## src/rtl/adventure_pkg.sv

```systemverilog
// Shared room codes, direction indices and map table for the adventure room controller.
package adventure_pkg;

  typedef enum logic [2:0] {
    CAVE   = 3'd0,
    TUNNEL = 3'd1,
    RIVER  = 3'd2,
    STASH  = 3'd3,
    DEN    = 3'd4,
    VAULT  = 3'd5,
    GRAVE  = 3'd6
  } room_t;

  // Bit positions of each button inside the one-hot direction vector.
  localparam int DIR_N = 0;
  localparam int DIR_S = 1;
  localparam int DIR_E = 2;
  localparam int DIR_W = 3;

  // Unused encoding; the room register recovers from it to CAVE.
  localparam logic [2:0] ROOM_ILLEGAL = 3'd7;

  // Destination of a one-hot move from a walkable room; returns the same
  // room when the direction leads nowhere.
  function automatic room_t map_step(input room_t r, input logic [3:0] dir);
    room_t dest;
    dest = r;
    case (r)
      CAVE: begin
        if (dir[DIR_E]) dest = TUNNEL;
      end
      TUNNEL: begin
        if (dir[DIR_W]) dest = CAVE;
        else if (dir[DIR_S]) dest = RIVER;
      end
      RIVER: begin
        if (dir[DIR_N]) dest = TUNNEL;
        else if (dir[DIR_W]) dest = STASH;
        else if (dir[DIR_E]) dest = DEN;
      end
      STASH: begin
        if (dir[DIR_E]) dest = RIVER;
      end
      default: dest = r;
    endcase
    return dest;
  endfunction

endpackage

```

## src/rtl/adventure_room_fsm_dir_qualify.sv

```systemverilog
// Button qualifier: turns level buttons into single-cycle one-hot move strobes.
//
// Handshake: accept is a valid-only strobe (no ready). When accept=1, dir holds
// exactly one set bit for that cycle only and the consumer must take it then;
// dir is all-zero whenever accept=0.
module dir_qualify
  import adventure_pkg::*;
(
  input  logic       clk,
  input  logic       reset,
  input  logic       n,
  input  logic       s,
  input  logic       e,
  input  logic       w,
  output logic [3:0] dir,
  output logic       accept
);

  logic       armed_q;
  logic [3:0] btn;
  logic       idle;
  logic       one_hot;

  // Gather buttons and decide whether this cycle carries a valid move.
  always_comb begin
    btn         = 4'b0000;
    btn[DIR_N]  = n;
    btn[DIR_S]  = s;
    btn[DIR_E]  = e;
    btn[DIR_W]  = w;
    idle        = (btn == 4'b0000);
    one_hot     = !idle && ((btn & 4'(btn - 4'd1)) == 4'b0000);
    accept      = armed_q && one_hot;
    dir         = accept ? btn : 4'b0000;
  end

  // Arm on an all-released cycle; disarm once a move is taken so a held button counts once.
  always_ff @(posedge clk or posedge reset) begin
    if (reset) begin
      armed_q <= 1'b0;
    end else if (accept) begin
      armed_q <= 1'b0;
    end else if (idle) begin
      armed_q <= 1'b1;
    end
  end

endmodule

```

## src/rtl/adventure_room_fsm.sv

```systemverilog
// Room-navigation controller: walks the map, counts moves, resolves the dragon.
module adventure_room_fsm
  import adventure_pkg::*;
#(
  parameter int MOVE_W    = 8,
  parameter int MAX_MOVES = 0
) (
  input  logic              clk,
  input  logic              reset,
  input  logic              n,
  input  logic              s,
  input  logic              e,
  input  logic              w,
  input  logic              v,
  output logic              sw,
  output logic              win,
  output logic              dead,
  output logic [2:0]        room,
  output logic [MOVE_W-1:0] moves
);

  localparam bit                BUDGET_ON = (MAX_MOVES != 0);
  localparam logic [MOVE_W-1:0] BUDGET    = MOVE_W'(MAX_MOVES);
  localparam logic [MOVE_W-1:0] MOVES_MAX = '1;

  room_t             room_q, room_d;
  logic [MOVE_W-1:0] moves_q, moves_d;
  logic [3:0]        dir;
  logic              accept;
  room_t             dest;

  dir_qualify u_dir_qualify (
    .clk    (clk),
    .reset  (reset),
    .n      (n),
    .s      (s),
    .e      (e),
    .w      (w),
    .dir    (dir),
    .accept (accept)
  );

  // Room and move-counter registers; the room register is the FSM state.
  always_ff @(posedge clk or posedge reset) begin
    if (reset) begin
      room_q  <= CAVE;
      moves_q <= '0;
    end else begin
      room_q  <= room_d;
      moves_q <= moves_d;
    end
  end

  // Next room and move count: terminal rooms freeze, DEN resolves on the sword,
  // the budget overrides buttons, and only room-changing moves are counted.
  always_comb begin
    room_d  = room_q;
    moves_d = moves_q;
    dest    = map_step(room_q, dir);
    case (room_q)
      VAULT, GRAVE: begin
        room_d = room_q;
      end
      DEN: begin
        room_d = v ? VAULT : GRAVE;
      end
      CAVE, TUNNEL, RIVER, STASH: begin
        if (BUDGET_ON && (moves_q == BUDGET)) begin
          room_d = GRAVE;
        end else if (accept && (dest != room_q)) begin
          room_d = dest;
          if (moves_q != MOVES_MAX) moves_d = moves_q + MOVE_W'(1);
        end
      end
      default: begin
        room_d = CAVE;
      end
    endcase
  end

  // Moore outputs decoded straight from the room register.
  always_comb begin
    room  = room_q;
    moves = moves_q;
    sw    = (room_q == STASH);
    win   = (room_q == VAULT);
    dead  = (room_q == GRAVE);
  end

endmodule

```

## config.mk

```make
export PLATFORM = sky130hd
export DESIGN_NAME = adventure_room_fsm
export DESIGN_NICKNAME = d
export VERILOG_FILES = /design/src/rtl/adventure_pkg.sv /design/src/rtl/adventure_room_fsm_dir_qualify.sv /design/src/rtl/adventure_room_fsm.sv
export SDC_FILE = /design/constraint.sdc
export NUM_CORES = 1
export LEC_CHECK = 0
export ABC_AREA = 1
export ABC_CLOCK_PERIOD_IN_PS = 1800
export CORE_MARGIN = 10
export CORE_UTILIZATION = 40
export DETAILED_ROUTE_END_ITERATION = 12
export HOLD_SLACK_MARGIN = 0.06
export PLACE_DENSITY = 0.63
export SLEW_MARGIN = 20
export SYNTH_ARGS = -nofsm -noshare
export SYNTH_HDL_FRONTEND = slang
export SYNTH_SLANG_ARGS = --single-unit
```

## constraint.sdc

```tcl
create_clock -name clk -period 1.8 [get_ports clk]
set_input_delay 0.36 -clock clk [delete_from_list [all_inputs] [get_ports clk]]
set_output_delay 0.36 -clock clk [all_outputs]
set_load 0.03 [all_outputs]
```

==> impl_metrics.ini <==
[synthesis]
synthSimpleGateAreaFrac_pct = 47.7
synth_seq_cells = 12
ys_dominant_reg_cell = dfrtp_1
synth_top_family_by_area = simple AND/OR/NAND/NOR gates
cell_type_with_the_highest_aggregate_area_in_the_netlist = dfrtp_1
seq_total_area_yosys_pct = 32.5
syn_nets = 135
synth-edff-count = 0
synth-warning-count = 0
synth_top_cells_by_area = dfrtp_1 (33%), nand2_1 (15%), nand3_1 (9.2%), nand2_2 (6.8%), inv_1 (5.3%)
synthesis.area_per_instance_um2 = 7.27
number_of_distinct_library_cell_variants_in_the_gate_level_netlist_after_synthesis = 24
top_cell_type_s_share_of_synthesized_area_pct = 32.5
area_fraction_in_compound_gates_after_synthesis_pct = 6.78
synth_xor_xnor_area_share_pct = 5.69
muxShareOfSynthArea_pct = 0
async_set_or_reset_register_ratio_after_synthesis_pct = 100
synth_fa_ha_area_share_pct = 1.36
syn_inst = 127
netlist_area_um2 = 923

[global_routing]
grt_pass1_wl_mm = 4.17
largest_net_degree_at_the_start_of_global_routing = 13
antenna_violations_before_repair = 0
globalRoute.totalOverflow = 0
first_global_vias = 954
track_usage_pct = 11.3

[setup_path]
critical_path.cell_chain = clkdlybuf4s50_1
timing.critical_path.max_delay_family = buffers and inverters
cp_data_required_time_ps = 1440
cp_max_fo = 4
timing.critical_path.slowest_cell_delay_ps = 700
path_buf_inv = 1
timing.critical_path.arrival_ps = 1390
cp-end-kind = output port
slowest_stage = clkdlybuf4s50_1
timing_worst_setup_path_type = flop to output port
worstSetupStartpointType = flop

[job]
max_cap_viol_count = 0

[cells_and_area]
fillers = 213
layout.nets = 173
mostFrequentLayoutCells = nand2_1 (35), nand3_1 (15), buf_4 (15), inv_1 (12), nand2_2 (12)
layout.cells.most_common = nand2_1
areaGrowthSynthToFinish_pct = 45.4
area_used_by_multi_input_combinational_logic_um2 = 626
register_area_um2 = 304
insertedDiodeCount = 0
design_area_mm2 = 0.00134
fraction_of_layout_cells_with_a_size_suffix_above_1_pct = 31.7

[clocking]
htree_levels = 1
numCtsBuffers = 3
clock-sinks = 12
clk_pin_slew_worst_paths_ps = 80
cts_max_path_buffers = 2
clk-insertion-delay-late_ps = 270
ctsRootBufferMaster = clkbuf_4
tritoncts = done

[timing]
final-hold-violation-count = 0
max-slew-margin-rel_pct = 68.0
worst_hold_slack_ps = 394
rsz0062_at_grt = true
clock_skew_ps = 1.53
final_max_slew_viol_count = 0
fin_crit_sh_pct = 97.1
transition_at_the_pin_with_the_smallest_max_transition_slack_ps = 480
layout_min_cycle_time_ps = 1750
finalSetupViolCount = 0
max_clock_freq_ghz = 0.572

[power]
design_power_total_mw = 2.29
pwr_per_cell_area_mw_per_mm2 = 1710
ir_worst_vdd_mv = 1.02
p_leak_nw = 0.703

[drt]
ant_nets = 0
initialDrtViolationCount = 46
vias_per_cell = 4.91
wl_per_cell_um = 12.7
via_count = 943
firstDrtPassIters = 4
remaining_drc_errors = 0
finalWirelength_mm = 2.43

[floorplanning]
die_area_mm2 = 0.00463
die_w_um = 68.0
row_count = 17
boundaryPins = 21
fp.dieH_um = 68.0
initial_core_util_pct = 41.7
core-area_mm2 = 0.00221

[outcome]
run_status = finished clean

[placement]
dpl-instance-area_mm2 = 0.00125
gp_congestion = 0.859
numPortBuffers = 20
detailed_place_hpwl_mm = 1.86

[hold_path]
timing.hold.worst.class = input pin to asynchronous set/reset pin
stage by stage:
| stage | utilization [%] | setup WS (ps) | cells | TNS [ps] |
|---|---|---|---|---|
| 2_1_floorplan | - | 39.1 | 127 | 0 |
| 3_3_place_gp | 56.3 | -376 | 186 | -3530 |
| 3_5_place_dp | 56.3 | -425 | 186 | -4050 |
| 4_1_cts | 57.4 | 1.39 | 191 | 0 |
| 5_1_grt | 60.7 | -35.3 | 192 | -43.9 |
| 6_report | 60.7 | 51.4 | 192 | 0 |
path summary, 6_finish.rpt:
kind	start	to	slack (ps)	depth (start not counted)
worst min register to register	moves[4]	moves[4]	530	2
min in group clk	moves[4]	moves[4]	530	2
max in group asynchronous	reset	room[1]	1050	2
worst max-delay path	moves[6]	moves[6]	50	1
worst max register to register	room[2]	moves[5]	180	11
worst min-delay path	reset	u_dir_qualify.armed_q	390	2
cells in the mapped netlist, types with 2 or more instances:
library cell,count
xnor2_1,4
nand2_8,2
o21ai_0,2
nor2_1,7
dfrtp_1,12
nor3_1,2
nand2_1,38
o21ai_2,2
nand3_2,3
nand2_2,10
xor2_1,2
nand3_1,17
nor2_2,3
inv_1,13
flip-flops by register name, indices dropped and copies added, names as in the netlist:
name and cells:
moves 8, u_dir_qualify.armed_q 1, room 3
where the power goes:
group / switching, mW / internal [mW] / leakage, nW / total [mW]
Combinational: 1.00 / 0.628 / 0.534 / 1.63
Clock: 0.0966 / 0.0858 / 0.0150 / 0.182
Sequential: 0.113 / 0.368 / 0.154 / 0.481
Total: 1.21 / 1.08 / 0.703 / 2.29
layer usage:
layer | global-route usage [%] | vias to the layer above | wire [µm]
met1 | 13.4 | 419 | 1050
met5 | 0 | - | 0
met4 | 4.02 | 0 | 21
met2 | 19.1 | 33 | 1180
met3 | 2.94 | 4 | 175
li1 | - | 487 | -
repair_timing:
item	CTS	global route
hold endpoints to repair	0	0
pin swaps	5	4
hold buffers	0	0
setup buffers	1	1
endpoints found under the setup margin	14	15
resized for setup	8	18
cells by family (layout without fill, tap and decap cells):
logic type | after synthesis | count (layout)
AOI/OAI and AO/OA | 9 | 9
xor gates and xnor gates | 6 | 6
adders and majority gates | 1 | 1
buffers and inverters | 14 | 51
DFF | 12 | 12
and+or+nand+nor | 85 | 85
final cells by class:
class	count	share of cell area, %
inverter	14	4.29
sequential	12	22.6
tap	28	2.61
timing repair buffer	33	21.9
multi-input combinational	101	46.6
clock buffer	4	1.96
Power figures use the tool's default switching activity.
